File: config.mk
export PLATFORM = sky130hd
export DESIGN_NAME = alu_arbiter
export DESIGN_NICKNAME = d
export VERILOG_FILES = /design/src/rtl/alu_pkg.sv /design/src/rtl/alu.sv /design/src/rtl/alu_arbiter_rr_arb2.sv /design/src/rtl/alu_arbiter.sv
export SDC_FILE = /design/constraint.sdc
export NUM_CORES = 1
export LEC_CHECK = 0
export BUFFER_PORTS_ARGS = -buffer_cell sky130_fd_sc_hd__buf_2
export CELL_PAD_IN_SITES_DETAIL_PLACEMENT = 1
export CELL_PAD_IN_SITES_GLOBAL_PLACEMENT = 2
export CORE_MARGIN = 2
export CORE_UTILIZATION = 35
export CTS_CLUSTER_SIZE = 30
export DETAILED_ROUTE_END_ITERATION = 12
export PLACE_DENSITY = 0.88
export SLEW_MARGIN = 10
export SYNTH_ARGS = -nofsm -noshare
export SYNTH_HDL_FRONTEND = slang
export SYNTH_SLANG_ARGS = --single-unit
File: constraint.sdc
create_clock -name CLK -period 6.2 [get_ports CLK]
set_clock_uncertainty 0.15 [all_clocks]
set_input_delay 0.62 -clock CLK [delete_from_list [all_inputs] [get_ports CLK]]
set_output_delay 0.62 -clock CLK [all_outputs]
set_load 0.02 [all_outputs]
File: src/rtl/alu_pkg.sv
// Shared opcode encodings and sequencer state encoding for the ALU arbiter.
package alu_pkg;

    localparam int unsigned OPW_DEF = 4;

    localparam logic [OPW_DEF-1:0] OP_ADD  = 4'b0000;
    localparam logic [OPW_DEF-1:0] OP_SUB  = 4'b0001;
    localparam logic [OPW_DEF-1:0] OP_OR   = 4'b0010;
    localparam logic [OPW_DEF-1:0] OP_AND  = 4'b0011;
    localparam logic [OPW_DEF-1:0] OP_NOR  = 4'b0100;
    localparam logic [OPW_DEF-1:0] OP_SLT  = 4'b0101;
    localparam logic [OPW_DEF-1:0] OP_LAST = 4'b0101;

    typedef enum logic [1:0] {
        ST_IDLE = 2'b00,
        ST_EXEC = 2'b01,
        ST_RESP = 2'b10
    } state_t;

endpackage

File: src/rtl/alu.sv
// Shared 32-bit ALU: ADD/SUB/OR/AND/NOR/SLT with N/Z/C/V flags (C,V only for ADD/SUB).
module alu
    import alu_pkg::*;
#(
    parameter int unsigned WIDTH = 32,
    parameter int unsigned OPW   = 4
) (
    input  logic [WIDTH-1:0] i_a,
    input  logic [WIDTH-1:0] i_b,
    input  logic [OPW-1:0]   i_op,
    output logic [WIDTH-1:0] o_res_c,
    output logic             o_n_c,
    output logic             o_z_c,
    output logic             o_c_c,
    output logic             o_v_c
);

    logic [WIDTH:0] w_sum;

    // Result and carry/overflow by opcode; SUB carry is the no-borrow carry of a + ~b + 1
    always_comb begin
        w_sum   = '0;
        o_res_c = '0;
        o_c_c   = 1'b0;
        o_v_c   = 1'b0;
        case (i_op)
            OP_ADD: begin
                w_sum   = {1'b0, i_a} + {1'b0, i_b};
                o_res_c = w_sum[WIDTH-1:0];
                o_c_c   = w_sum[WIDTH];
                o_v_c   = (i_a[WIDTH-1] == i_b[WIDTH-1]) && (w_sum[WIDTH-1] != i_a[WIDTH-1]);
            end
            OP_SUB: begin
                w_sum   = {1'b0, i_a} + {1'b0, ~i_b} + (WIDTH+1)'(1);
                o_res_c = w_sum[WIDTH-1:0];
                o_c_c   = w_sum[WIDTH];
                o_v_c   = (i_a[WIDTH-1] != i_b[WIDTH-1]) && (w_sum[WIDTH-1] != i_a[WIDTH-1]);
            end
            OP_OR:  o_res_c = i_a | i_b;
            OP_AND: o_res_c = i_a & i_b;
            OP_NOR: o_res_c = ~(i_a | i_b);
            OP_SLT: o_res_c = WIDTH'($signed(i_a) < $signed(i_b));
            default: o_res_c = '0;
        endcase
    end

    assign o_n_c = o_res_c[WIDTH-1];
    assign o_z_c = (o_res_c == '0);

endmodule

File: src/rtl/alu_arbiter_rr_arb2.sv
// Two-way round-robin grant: pointer port wins when valid, else the other port.
module rr_arb2 (
    input  logic i_en,
    input  logic i_ptr,
    input  logic i_valid0,
    input  logic i_valid1,
    output logic o_gnt0_c,
    output logic o_gnt1_c
);

    // Priority follows the pointer; no grant while disabled
    always_comb begin
        o_gnt0_c = 1'b0;
        o_gnt1_c = 1'b0;
        if (i_en) begin
            if (i_ptr == 1'b0) begin
                o_gnt0_c = i_valid0;
                o_gnt1_c = !i_valid0 && i_valid1;
            end else begin
                o_gnt1_c = i_valid1;
                o_gnt0_c = !i_valid1 && i_valid0;
            end
        end
    end

endmodule

File: src/rtl/alu_arbiter.sv
// Round-robin sequencer sharing one ALU between two requesters.
// Optional macro ALU_ARB_ILLEGAL_OP_EN adds the ERR output and illegal-opcode squashing.
module alu_arbiter
    import alu_pkg::*;
#(
    parameter int unsigned WIDTH = 32,
    parameter int unsigned OPW   = 4
) (
    input  logic             CLK,
    input  logic             RST,
    input  logic             VALID0,
    input  logic [WIDTH-1:0] A0,
    input  logic [WIDTH-1:0] B0,
    input  logic [OPW-1:0]   OP0,
    output logic             READY0,
    input  logic             VALID1,
    input  logic [WIDTH-1:0] A1,
    input  logic [WIDTH-1:0] B1,
    input  logic [OPW-1:0]   OP1,
    output logic             READY1,
    output logic             RSP_VALID,
    input  logic             RSP_READY,
    output logic             RSP_ID,
    output logic [WIDTH-1:0] RES,
    output logic             N,
    output logic             Z,
    output logic             C,
    output logic             V
`ifdef ALU_ARB_ILLEGAL_OP_EN
    ,
    output logic             ERR
`endif
);

    state_t           r_state;
    logic             r_ptr;
    logic [WIDTH-1:0] r_a;
    logic [WIDTH-1:0] r_b;
    logic [OPW-1:0]   r_op;
    logic             r_id;
    logic             r_rsp_valid;
    logic             r_rsp_id;
    logic [WIDTH-1:0] r_res;
    logic             r_n, r_z, r_c, r_v;
    logic             w_gnt0, w_gnt1;
    logic [WIDTH-1:0] w_res;
    logic             w_n, w_z, w_c, w_v;
`ifdef ALU_ARB_ILLEGAL_OP_EN
    logic             r_err;
`endif

    rr_arb2 u_arb (
        .i_en     (r_state == ST_IDLE),
        .i_ptr    (r_ptr),
        .i_valid0 (VALID0),
        .i_valid1 (VALID1),
        .o_gnt0_c (w_gnt0),
        .o_gnt1_c (w_gnt1)
    );

    alu #(.WIDTH(WIDTH), .OPW(OPW)) u_alu (
        .i_a     (r_a),
        .i_b     (r_b),
        .i_op    (r_op),
        .o_res_c (w_res),
        .o_n_c   (w_n),
        .o_z_c   (w_z),
        .o_c_c   (w_c),
        .o_v_c   (w_v)
    );

    // Sequencer: accept in IDLE, capture ALU result in EXEC, hold response in RESP
    always_ff @(posedge CLK) begin
        if (RST) begin
            r_state     <= ST_IDLE;
            r_ptr       <= 1'b0;
            r_a         <= '0;
            r_b         <= '0;
            r_op        <= '0;
            r_id        <= 1'b0;
            r_rsp_valid <= 1'b0;
            r_rsp_id    <= 1'b0;
            r_res       <= '0;
            r_n         <= 1'b0;
            r_z         <= 1'b0;
            r_c         <= 1'b0;
            r_v         <= 1'b0;
`ifdef ALU_ARB_ILLEGAL_OP_EN
            r_err       <= 1'b0;
`endif
        end else begin
            case (r_state)
                ST_IDLE: begin
                    if (w_gnt0) begin
                        r_a     <= A0;
                        r_b     <= B0;
                        r_op    <= OP0;
                        r_id    <= 1'b0;
                        r_ptr   <= 1'b1;
                        r_state <= ST_EXEC;
                    end else if (w_gnt1) begin
                        r_a     <= A1;
                        r_b     <= B1;
                        r_op    <= OP1;
                        r_id    <= 1'b1;
                        r_ptr   <= 1'b0;
                        r_state <= ST_EXEC;
                    end
                end
                ST_EXEC: begin
                    r_rsp_id    <= r_id;
                    r_rsp_valid <= 1'b1;
                    r_state     <= ST_RESP;
`ifdef ALU_ARB_ILLEGAL_OP_EN
                    if (r_op > OPW'(OP_LAST)) begin
                        r_res <= '0;
                        r_n   <= 1'b0;
                        r_z   <= 1'b0;
                        r_c   <= 1'b0;
                        r_v   <= 1'b0;
                        r_err <= 1'b1;
                    end else begin
                        r_res <= w_res;
                        r_n   <= w_n;
                        r_z   <= w_z;
                        r_c   <= w_c;
                        r_v   <= w_v;
                        r_err <= 1'b0;
                    end
`else
                    r_res <= w_res;
                    r_n   <= w_n;
                    r_z   <= w_z;
                    r_c   <= w_c;
                    r_v   <= w_v;
`endif
                end
                ST_RESP: begin
                    if (RSP_READY) begin
                        r_rsp_valid <= 1'b0;
                        r_state     <= ST_IDLE;
                    end
                end
                default: r_state <= ST_IDLE;
            endcase
        end
    end

    assign READY0    = w_gnt0;
    assign READY1    = w_gnt1;
    assign RSP_VALID = r_rsp_valid;
    assign RSP_ID    = r_rsp_id;
    assign RES       = r_res;
    assign N         = r_n;
    assign Z         = r_z;
    assign C         = r_c;
    assign V         = r_v;
`ifdef ALU_ARB_ILLEGAL_OP_EN
    assign ERR       = r_err;
`endif

endmodule
==> reports/qor.txt, run 1 <==
=================================================================================================================
Post-detailed-route DRC marker count                                                                            0
Global-route wire length before repair                                                                  55,300 µm
Worst endpoint required time                                                                              6.36 ns
Met1 track demand over resource                                                                             34.4%
Core outline area                                                                                      0.0270 mm²
Critical path peak fanout                                                                                      12
Worst supply voltage drop on vdd                                                                         0.146 mV
Commonest non-fill, non-tap cells in the layout                                                      222 x sky130_fd_sc_hd__nor2_1, 179 x sky130_fd_sc_hd__buf_2, 137 x sky130_fd_sc_hd__a21oi_1, 108 x sky130_fd_sc_hd__dfxtp_1, 104 x sky130_fd_sc_hd__ha_1
Bufs and invs on worst path                                                                                     1
Crit path kind                                                                                            reg2reg
Wire length per cell after detailed routing                                                               20.5 µm
Final setup violation count                                                                                     0
Number of H-tree levels                                                                                         3
Final count of hold timing violations                                                                           0
Arithmetic-cell share of the synthesized area counting full adders, half adders and majority gates          14.0%
Clock latency reported for the late side of the worst-skew pair                                           0.38 ns
Number of top-level pins                                                                                      181
Final period utilization                                                                                    70.5%
Multiplexer share of the synthesized area                                                                   1.67%
Die width                                                                                                  170 µm
Met2 track utilization from global routing                                                                  39.4%
Area growth from synthesis to layout                                                                        13.0%
Pwr dens                                                                                               262 mW/mm²
Summed area of non-filler cells in the final layout                                                    0.0109 mm²
CTS-repair resized insts                                                                                        0
Most common cell after layout, fill and taps aside                                                   sky130_fd_sc_hd__nor2_1
Number of distinct library cell variants in the gate-level netlist after synthesis                             86
Max Clock Freq                                                                                            229 MHz
RD Place Congestion                                                                                         0.926
Net count after synthesis                                                                                   1,537
GR Layer Usage met3                                                                                         2.19%
Reg2Reg Capture Point                                                                                           Z
Gate Count Post-Synth                                                                                       1,290
Count of hold-fix buffers inserted at cts                                                                       0
Remaining global-route overflow                                                                                 0
Status                                                                                               complete, no violations
Cell type with the highest occurrence count on the critical path                                     sky130_fd_sc_hd__o21ai_1
CP Capture Type                                                                                          register
Setup_tns                                                                                                    0 ns
Number of buffers added by the clock tree synthesis step                                                        9
Worst-case clock buffer depth                                                                                   2
Ordered cell list for the critical path                                                              inv_1, ha_1, nor2_1, a2111oi_0, nand3_1, o21ai_1, o21ai_1, a221oi_1, o221ai_1, xnor2_1, a21oi_1, o2111ai_1, nor4_1, a31o_1
Source of the worst hold timing path                                                                         r_id
Reg-to-Reg Start                                                                                          r_a[11]
Maximum number of pins on one net before global-route repair                                                   70
Share of the synthesized netlist area taken by xor and xnor gates                                           2.17%
Dpl cell area                                                                                          0.0105 mm²
Crit path DAT                                                                                             4.53 ns
Flip-flop and latch count after synthesis                                                                     109
Area enclosed by the die boundary                                                                      0.0288 mm²
Aggregate global-route resource usage                                                                       24.3%
First-iteration detailed-routing DRC count                                                                    986
Hold/Removal Path Class                                                                                   reg2reg
Setup repair after global routing missed its margin                                                         false
Starting density of the core                                                                                35.6%
Number of instances in the placed design                                                                    1,728
HPWL after DPL                                                                                          26,900 µm
Antenna violations before repair                                                                                0
Max stage delay on crit path                                                                              0.57 ns
Path depth of the worst reg2reg path                                                                           14
Syn avg cell area                                                                                        7.45 µm²
Crit path time final                                                                                      4.37 ns
TritonCTS clock tree                                                                                        built
DRT antenna net count                                                                                           0
Total detailed-routing wirelength                                                                       35,700 µm
ANT cells                                                                                                       0
Proportion of register bits with asynchronous set or reset after synthesis                                     0%
Final Max Tran Viols                                                                                            0
Via-to-Cell Ratio                                                                                            5.90
Share of cells above drive strength 1                                                                       17.1%
Flop-to-flop setup slack                                                                                  1.83 ns
Detailed-route via count                                                                                   10,300
Buffers added on ports                                                                                        180
Simple-gate share of the synthesized area                                                                   20.3%
Largest family of logic cells by synthesized area                                                    compound AO/OA/AOI/OAI gates
Detailed-routing iteration count for the pre-antenna-repair pass                                                7
Post-synthesis compound-gate area fraction                                                                  29.8%
Number of flops mapped to enable cells by yosys                                                                 0
Hold Path Stages                                                                                                2
Clk sinks                                                                                                     109
Number of inserted filler cells in the final layout                                                         3,431
Count of buffers added by post-CTS timing repair for setup                                                      0
Clock tree root buffer cell                                                                          sky130_fd_sc_hd__clkbuf_16
Worst-path cell with the longest stage delay                                                         sky130_fd_sc_hd__ha_1
Die Ht                                                                                                     170 µm
Max-Slew Margin vs Limit                                                                                    31.4%
Count of warnings emitted by yosys                                                                              0
Worst-Margin Slew                                                                                         1.03 ns
Top delay family on crit path                                                                        compound AO/OA/AOI/OAI gates
Number of nets in the finished design                                                                       1,645
Static leakage                                                                                         0.00454 µW
Worst Hold End                                                                                             RSP_ID
Seq/Total Area, Yosys                                                                                       22.7%
Kind of launch point of the worst setup path                                                             register
Total power consumption of the routed design                                                              2850 µW
Vias in the first global route                                                                              9,844
Count of placed standard cells in the final layout, fillers left out                                        1,744
Routing layer with the top usage in global route                                                             met2
Netlist Area Pre-Place                                                                                0.00961 mm²
Clock input transition at the sequential cells of the worst setup and hold paths                          0.08 ns
Site Rows                                                                                                      60
Dominant register cell in the synthesized netlist                                                    sky130_fd_sc_hd__dfxtp_1
Max_cap viols                                                                                                   0
=================================================================================================================
-- registers in the layout (all words and copies together) (netlist names), 2 cells and up --
| name | cells |
|---|---|
| r_state | 2 |
| r_op | 4 |
| r_a | 32 |
| RES | 32 |
| r_b | 32 |
-- power by group --
| part | internal, µW | switching, µW |
|---|---|---|
| sequential | 773 | 73.4 |
| combinational | 472 | 875 |
| clock | 342 | 310 |
-- area by class of cell --
| cell class | instances | area, µm² | share of cell area (%) |
|---|---|---|---|
| Timing Repair Buffer | 191 | 986 | 9.08 |
| Clock buffer | 11 | 253 | 2.33 |
| Clock inverter | 5 | 66.3 | 0.611 |
| Inverter | 101 | 379 | 3.49 |
| Sequential cell | 109 | 2180 | 20.1 |
| Multi-Input combinational cell | 986 | 6570 | 60.5 |
| Tap cell | 341 | 427 | 3.93 |
-- per-stage QoR --
step	utilization [%]	setup WS, ns	hold slack (ns)
after floorplan	-	2.73	0.282
after global placement	39.1	2.11	0.293
after global routing	40.3	1.45	0.322
final	40.3	1.83	0.300
after detailed placement	39.1	2.05	0.300
after CTS	40.3	1.97	0.307
-- cells in the mapped netlist (16+ instances only) --
library cell,n,area [µm²]
sky130_fd_sc_hd__clkbuf_1,61,229
sky130_fd_sc_hd__nor4_1,16,100
sky130_fd_sc_hd__dfxtp_1,109,2180
sky130_fd_sc_hd__a21oi_1,138,691
sky130_fd_sc_hd__nand2_1,66,248
sky130_fd_sc_hd__nand3_1,23,115
sky130_fd_sc_hd__a222oi_1,57,571
sky130_fd_sc_hd__inv_1,96,360
sky130_fd_sc_hd__o21ai_0,44,220
sky130_fd_sc_hd__nor2_1,222,833
sky130_fd_sc_hd__mux2i_1,16,160
sky130_fd_sc_hd__ha_1,104,1300
sky130_fd_sc_hd__nor3_1,42,210
sky130_fd_sc_hd__xnor2_1,17,149
sky130_fd_sc_hd__a211oi_1,40,300
-- layer usage --
metal  vias to the layer above  wire length [µm]
met5                         -                 0
li1                       4890                 -
met1                      5024             17200
met3                        37              1830
met2                       333             16000
met4                         0               649
-- cells by family (layout without fill, tap and decap cells) --
kind of cell	count (synthesis)	in the layout
AND/OR/NAND/NOR	429	429
AO/OA/AOI/OAI	412	412
buffers and inverters	195	308
flip-flops	109	109
adder cells (fa/ha/maj)	106	106
XOR/XNOR	23	23
multiplexers	16	16
-- worst max-delay path by stage --
| stage | start | end | slack, ns | depth (start not counted) |
|---|---|---|---|---|
| finish | r_a[11] | Z | 1.83 | 14 |
| floorplan | r_b[0] | Z | 2.73 | 15 |
| global route | r_a[11] | Z | 1.45 | 14 |
| detailed placement | r_a[11] | Z | 2.05 | 14 |
| CTS | r_a[11] | Z | 1.97 | 14 |
| global placement | r_b[0] | Z | 2.11 | 15 |
-- worst reg2reg max path, cell delays in order (launching register included) --
cell and delay, ns:
sky130_fd_sc_hd__dfxtp_1 0.42, sky130_fd_sc_hd__inv_1 0.07, sky130_fd_sc_hd__ha_1 0.57, sky130_fd_sc_hd__nor2_1 0.19, sky130_fd_sc_hd__a2111oi_0 0.46, sky130_fd_sc_hd__nand3_1 0.17, sky130_fd_sc_hd__o21ai_1 0.35, sky130_fd_sc_hd__o21ai_1 0.18
sky130_fd_sc_hd__a221oi_1 0.42, sky130_fd_sc_hd__o221ai_1 0.22, sky130_fd_sc_hd__xnor2_1 0.18, sky130_fd_sc_hd__a21oi_1 0.26, sky130_fd_sc_hd__o2111ai_1 0.15, sky130_fd_sc_hd__nor4_1 0.34, sky130_fd_sc_hd__a31o_1 0.18
Note: power is estimated with default switching activity, not from simulation.
==> inputs of run 2 (changes only) <==
ABC_AREA = 1   (was default)
CORE_UTILIZATION = 30   (was 35)
PLACE_DENSITY = 0.82   (was 0.88)
clock period = 4.3 ns   (was 6.2 ns; I/O delays follow)
==> reports/qor.txt, run 2 <==
=================================================================================================
Status                                                                               complete, no violations
Dominant register cell in the synthesized netlist                                    sky130_fd_sc_hd__dfxtp_1
Global-route wire length before repair                                                  75,600 µm
Met1 track demand over resource                                                             38.5%
Routing layer with the top usage in global route                                             met2
Critical path peak fanout                                                                      11
Worst Hold Slack                                                                         0.124 ns
Crit path kind                                                                            reg2reg
Netlist Area Pre-Place                                                                 0.0109 mm²
Via-to-Cell Ratio                                                                            5.17
Buffers added on ports                                                                        180
Count of buffers added by post-CTS timing repair for setup                                      0
Final setup violation count                                                                     0
Antenna violations before repair                                                                6
GR Layer Usage met3                                                                         4.93%
Wire length per cell after detailed routing                                               20.4 µm
Max Clock Freq                                                                            291 MHz
Area growth from synthesis to layout                                                        13.4%
Crit path time final                                                                      3.43 ns
Worst endpoint required time                                                              4.45 ns
Final period utilization                                                                    79.9%
Clock input transition at the sequential cells of the worst setup and hold paths          0.08 ns
Post-Place Setup Slack                                                                   0.922 ns
Final Max Tran Viols                                                                            0
Worst Hold End                                                                          RSP_VALID
Reg2Reg Capture Point                                                                           Z
Share of total power consumed by net switching                                              51.4%
Clock tree root buffer cell                                                          sky130_fd_sc_hd__clkbuf_16
Area fraction of the dominant cell type after synthesis                                     20.0%
Path depth of the worst reg2reg path                                                           12
Final worst slack                                                                        0.866 ns
RD Place Congestion                                                                         0.930
Total detailed-routing wirelength                                                       49,900 µm
Share of cells above drive strength 1                                                       13.4%
Proportion of register bits with asynchronous set or reset after synthesis                     0%
Site Rows                                                                                      69
Worst supply voltage drop on vdd                                                         0.219 mV
Number of H-tree levels                                                                         3
Library cell occupying the most area in the post-synthesis netlist                   sky130_fd_sc_hd__dfxtp_1
Setup_tns                                                                                    0 ns
Sequential cell fraction of total power                                                     25.5%
CP Capture Type                                                                          register
Clk sinks                                                                                     109
Kind of launch point of the worst setup path                                             register
Most numerous cell types in the synthesized netlist                                  483 x sky130_fd_sc_hd__nand2_1, 286 x sky130_fd_sc_hd__nor2_1, 282 x sky130_fd_sc_hd__inv_1
Max-Slew Margin vs Limit                                                                    24.5%
Maximum number of pins on one net before global-route repair                                   89
Number of distinct library cell variants in the gate-level netlist after synthesis             41
Gate Count Post-Synth                                                                       1,854
HPWL after DPL                                                                          41,400 µm
Area enclosed by the die boundary                                                      0.0379 mm²
Hold/Removal Path Class                                                                    in2reg
Setup repair after global routing missed its margin                                         false
Aggregate global-route resource usage                                                       26.2%
Summed area of non-filler cells in the final layout                                    0.0124 mm²
Seq/Total Area, Yosys                                                                       20.0%
Clock latency reported for the late side of the worst-skew pair                           0.37 ns
Detailed-route via count                                                                   12,600
Worst-Margin Slew                                                                         1.13 ns
Hold Path Stages                                                                                2
Post-detailed-route DRC marker count                                                            0
Core outline area                                                                      0.0357 mm²
Flop-to-flop setup slack                                                                  0.87 ns
First-iteration detailed-routing DRC count                                                    826
Detailed-routing iteration count for the pre-antenna-repair pass                                5
Reg-to-Reg Start                                                                          r_a[30]
NetSw                                                                                     2520 µW
Number of flops mapped to enable cells by yosys                                                 0
Most numerous cell in the Yosys netlist                                              sky130_fd_sc_hd__nand2_1
Number of buffers added by the clock tree synthesis step                                        9
Number of nets in the finished design                                                       2,224
Static leakage                                                                         0.00649 µW
DRT antenna net count                                                                           0
Net count after synthesis                                                                   2,101
Starting density of the core                                                                30.6%
Vias in the first global route                                                             12,600
Met2 track utilization from global routing                                                  39.5%
Count of hold-fix buffers inserted at cts                                                       0
Flip-flop and latch count after synthesis                                                     109
Max_cap viols                                                                                   0
Most common cell after layout, fill and taps aside                                   sky130_fd_sc_hd__nand2_1
Final count of hold timing violations                                                           0
Worst-case clock buffer depth                                                                   2
Die width                                                                                  195 µm
Count of warnings emitted by yosys                                                              0
Cell internal pwr                                                                         2380 µW
Number of top-level pins                                                                      181
Crit path DAT                                                                             3.58 ns
Clock share of power                                                                        18.8%
Largest cells by area after synthesis                                                sky130_fd_sc_hd__dfxtp_1 20%, sky130_fd_sc_hd__nand2_1 17%, sky130_fd_sc_hd__ha_1 12%
Remaining global-route overflow                                                                 0
TritonCTS clock tree                                                                        built
Dpl cell area                                                                          0.0121 mm²
Die Ht                                                                                     195 µm
Commonest non-fill, non-tap cells in the layout                                      482 x sky130_fd_sc_hd__nand2_1, 285 x sky130_fd_sc_hd__nor2_1, 282 x sky130_fd_sc_hd__inv_1, 180 x sky130_fd_sc_hd__buf_2, 143 x sky130_fd_sc_hd__nand3_1
Pwr dens                                                                               396 mW/mm²
CTS-repair resized insts                                                                        0
Syn avg cell area                                                                        5.88 µm²
Source of the worst hold timing path                                                    RSP_READY
Relative contribution of combinational cells to total power                                 55.6%
=================================================================================================
[run 2: cell count changes in the layout (fill, tap and decap cells not counted), sizes merged, moves of 17 or more]
cell,before,now
nand2,66,499
nand3,23,150
nor2,224,298
xnor2,18,0
nor3,43,12
inv,103,297
a222oi,57,0
a221oi,3,47
a211oi,40,0
a21oi,139,88
nor4,18,1
[run 2: per-stage QoR]
step                      instances  utilization [%]  total power (µW)
final                          2445             34.7              4900
after global routing           2445             34.7              5260
after CTS                      2443             34.7              4900
after detailed placement       2427             33.8              3960
after global placement         2427             33.8              3930
after floorplan                1854                -              3040
[run 2: final cells by class]
cell class | count | area, µm²
Clock buffer | 9 | 225
Clock inverter | 7 | 81.3
Timing Repair Buffer | 193 | 998
Antenna cell | 2 | 5.00
Multi-Input combinational cell | 1368 | 7190
Tap cell | 461 | 577
Fill cell | 4836 | 23300
Inverter | 296 | 1110
Sequential cell | 109 | 2180
[run 2: how the worst max path moves through the flow]
stage	slack [ns]	startpoint	cells after the start	endpoint
2_1_floorplan	1.83	r_a[0]	20	Z
3_3_place_gp	0.93	VALID1	7	r_b[7]
3_5_place_dp	0.92	VALID1	7	r_b[7]
4_1_cts	0.95	r_b[0]	20	Z
5_1_grt	0.62	r_b[0]	20	Z
6_report	0.87	r_a[30]	12	Z
[run 2: kinds of logic (layout without fill, tap and decap cells)]
logic type	Yosys count	in the layout	synth area share (%)
other	0	2	0
buffers and inverters	377	505	14.2
AOI/OAI and AO/OA	272	272	15.8
DFF	109	109	20.0
adders and majority gates	106	106	12.3
and+or+nand+nor	988	988	37.6
xor gates and xnor gates	2	2	0.161
[run 2: routing by layer]
layer	vias to the layer above	part of all wire [%]
met5	-	0.12
met2	385	42
met3	44	7.0
li1	6145	-
met4	8	1.5
met1	6066	50
[run 2: worst max-delay path, stage by stage, from the launching register on]
cell and delay [ns]:
sky130_fd_sc_hd__dfxtp_1 0.41, sky130_fd_sc_hd__inv_1 0.07, sky130_fd_sc_hd__ha_1 0.68, sky130_fd_sc_hd__inv_1 0.30, sky130_fd_sc_hd__a21oi_1 0.37, sky130_fd_sc_hd__o31ai_1 0.14
sky130_fd_sc_hd__a21oi_1 0.44, sky130_fd_sc_hd__nand2_2 0.14, sky130_fd_sc_hd__nand3_1 0.09, sky130_fd_sc_hd__nand4_1 0.20, sky130_fd_sc_hd__nor2_1 0.17, sky130_fd_sc_hd__nand2_1 0.07
sky130_fd_sc_hd__a21oi_2 0.10
[run 2: power groups by stage]
stage               clock, µW  combinational (µW)  sequential (µW)
floorplan                   0                1750             1280
global placement            0                2660             1260
detailed placement          0                2690             1270
CTS                       948                2700             1250
global route              982                3020             1270
finish                    924                2730             1250
==> inputs of run 3 (changes only) <==
clock period = 3.2 ns   (was 4.3 ns; I/O delays follow)
==> reports/qor.txt, run 3 (same netlist as run 2, synthesis figures left out) <==
===============================================================================================
Area enclosed by the die boundary                                                    0.0379 mm²
Commonest non-fill, non-tap cells in the layout                                    474 x sky130_fd_sc_hd__nand2_1, 281 x sky130_fd_sc_hd__inv_1, 271 x sky130_fd_sc_hd__nor2_1, 180 x sky130_fd_sc_hd__buf_2, 136 x sky130_fd_sc_hd__nand3_1
Top delay family on crit path                                                      simple AND/OR/NAND/NOR gates
Aggregate global-route resource usage                                                     26.5%
Source of the worst hold timing path                                                      A1[0]
Number of top-level pins                                                                    181
TritonCTS clock tree                                                                      built
Dpl cell area                                                                        0.0127 mm²
Summed area of non-filler cells in the final layout                                  0.0133 mm²
Number of nets in the finished design                                                     2,304
Buffers added on ports                                                                      180
HPWL after DPL                                                                        42,000 µm
First-iteration detailed-routing DRC count                                                  817
RD Place Congestion                                                                       0.951
Die width                                                                                195 µm
Hold Path Stages                                                                              3
Worst endpoint required time                                                            3.37 ns
Routed metal-1 wire length                                                            25,700 µm
Max_cap viols                                                                                 0
Setup_tns                                                                                  0 ns
Critical path peak fanout                                                                     4
Post-detailed-route DRC marker count                                                          0
Met3 routed wirelength                                                                  2800 µm
Core outline area                                                                    0.0357 mm²
Cell type with the highest occurrence count on the critical path                   sky130_fd_sc_hd__nand2_1
Bufs and invs on worst path                                                                   1
Maximum number of pins on one net before global-route repair                                 71
Static leakage                                                                       0.00693 µW
Worst supply voltage drop on vdd                                                       0.259 mV
Detailed-route via count                                                                 13,000
Max Clock Freq                                                                          328 MHz
Site Rows                                                                                    69
Clock tree root buffer cell                                                        sky130_fd_sc_hd__clkbuf_16
Antenna violations before repair                                                              4
Final Max Tran Viols                                                                          0
Number of buffers added by the clock tree synthesis step                                      9
Reg-to-Reg Start                                                                         r_b[1]
Pwr dens                                                                             521 mW/mm²
Area of combinational cells with multiple inputs                                    0.00742 mm²
Max stage delay on crit path                                                            0.41 ns
Number of inserted filler cells in the final layout                                       4,774
Remaining global-route overflow                                                               0
Starting density of the core                                                              30.6%
Final count of hold timing violations                                                         0
Share of cells above drive strength 1                                                     19.7%
Number of H-tree levels                                                                       3
Detailed-routing iteration count for the pre-antenna-repair pass                              5
Flop-to-flop setup slack                                                                0.15 ns
Status                                                                             complete, no violations
Max-Slew Margin vs Limit                                                                  46.8%
DRT antenna net count                                                                         0
Area growth from synthesis to layout                                                      21.6%
Worst-case clock buffer depth                                                                 2
Clock input transition at the sequential cells of the worst setup and hold paths        0.09 ns
Wire length per cell after detailed routing                                             19.9 µm
Crit path kind                                                                          reg2reg
Clock latency reported for the late side of the worst-skew pair                         0.38 ns
Worst-path cell with the longest stage delay                                       sky130_fd_sc_hd__dfxtp_1
Worst-Margin Slew                                                                      0.798 ns
Final period utilization                                                                  95.3%
Crit path DAT                                                                           3.22 ns
Most common cell after layout, fill and taps aside                                 sky130_fd_sc_hd__nand2_1
Reg2Reg Capture Point                                                                         Z
Final setup violation count                                                                   0
Worst Hold Slack                                                                      0.0228 ns
Die Ht                                                                                   195 µm
Total detailed-routing wirelength                                                     50,200 µm
Via-to-Cell Ratio                                                                          5.13
Top layer in use                                                                           met5
Clk sinks                                                                                   109
Kind of launch point of the worst setup path                                           register
Worst Hold End                                                                           r_a[0]
Hold/Removal Path Class                                                                  in2reg
Path depth of the worst reg2reg path                                                         19
Crit path time final                                                                    3.05 ns
Vias in the first global route                                                           13,100
Total power consumption of the routed design                                            6910 µW
Sequential cell area                                                                0.00219 mm²
Met2 wire length                                                                      20,800 µm
CP Capture Type                                                                        register
Ordered cell list for the critical path                                            inv_1, ha_1, nor2_1, nand2_1, nand3_2, nand3_1, nand2_1, nand2_1, nand2_1, nor2_1, nor2_2, nand2_1, nor2_1, nand3_1, nor2_1, nand3_1, nor2_1, nand2_1, a21oi_2
Global-route wire length before repair                                                77,000 µm
===============================================================================================
[run 3: changes by cell type in the layout (fill, tap and decap cells not counted), moves of 5 or more]
cell / before / now
sky130_fd_sc_hd__dfxtp_2: 0 / 5
sky130_fd_sc_hd__nor2_4: 1 / 7
sky130_fd_sc_hd__ha_1: 104 / 81
sky130_fd_sc_hd__buf_12: 0 / 6
sky130_fd_sc_hd__ha_2: 0 / 19
sky130_fd_sc_hd__nand3_2: 7 / 14
sky130_fd_sc_hd__nor2_1: 285 / 271
sky130_fd_sc_hd__nand3_1: 143 / 136
sky130_fd_sc_hd__buf_4: 13 / 86
sky130_fd_sc_hd__nand2_1: 482 / 474
sky130_fd_sc_hd__nor2_2: 12 / 20
sky130_fd_sc_hd__nand2_2: 17 / 25
sky130_fd_sc_hd__dfxtp_1: 109 / 104
[run 3: what timing repair did]
action / CTS / global route
hold buffers: 1 / 0
pin swaps: 0 / 1
endpoints found under the setup margin: 1 / 9
hold endpoints to repair: 1 / 0
gates resized for setup: 3 / 68
buffers inserted: 0 / 1
[run 3: how the worst max path moves through the flow]
stage / startpoint / end / slack, ns / cells past startpoint
floorplan: r_a[0] / Z / 0.73 / 20
global placement: r_a[24] / Z / 0.07 / 15
detailed placement: r_b[0] / Z / -0.01 / 20
CTS: r_b[0] / Z / 0.02 / 20
global route: r_a[7] / Z / -0.02 / 21
finish: r_b[1] / Z / 0.15 / 19
[run 3: final cells by class]
| cell class | instances | share of cell area (%) |
|---|---|---|
| clock buffers | 10 | 1.73 |
| repair buffers | 273 | 12.6 |
| multi-input cells | 1368 | 56.0 |
| clock inverters | 6 | 0.349 |
| diodes | 3 | 0.0566 |
| inverters | 296 | 8.38 |
| well taps | 461 | 4.35 |
| flip-flops and latches | 109 | 16.5 |
[run 3: worst min-delay path: cells and delay by family]
kind | cells | cell delay (ns)
buf+inv | 1 | 0.07
compound gates | 1 | 0.06
simple gates | 1 | 0.07
[run 3: per-layer routing]
layer | track usage (%) | vias to the layer above
met2 | 39.3 | 368
met1 | 39.4 | 6237
met5 | 0 | -
met4 | 6.01 | 2
li1 | - | 6317
met3 | 4.60 | 47
[run 3: stage by stage]
step	setup slack [ns]	util (%)	instances
floorplan	0.730	-	1854
global placement	0.0689	35.7	2505
detailed placement	-0.0122	35.7	2505
CTS	0.0172	36.5	2522
global route	-0.0165	37.2	2525
finish	0.152	37.2	2526
[run 3: where the power goes]
group,switching (µW),internal [µW],total (µW)
Clock,593,537,1130
Sequential,137,1520,1660
Combinational,2740,1370,4110
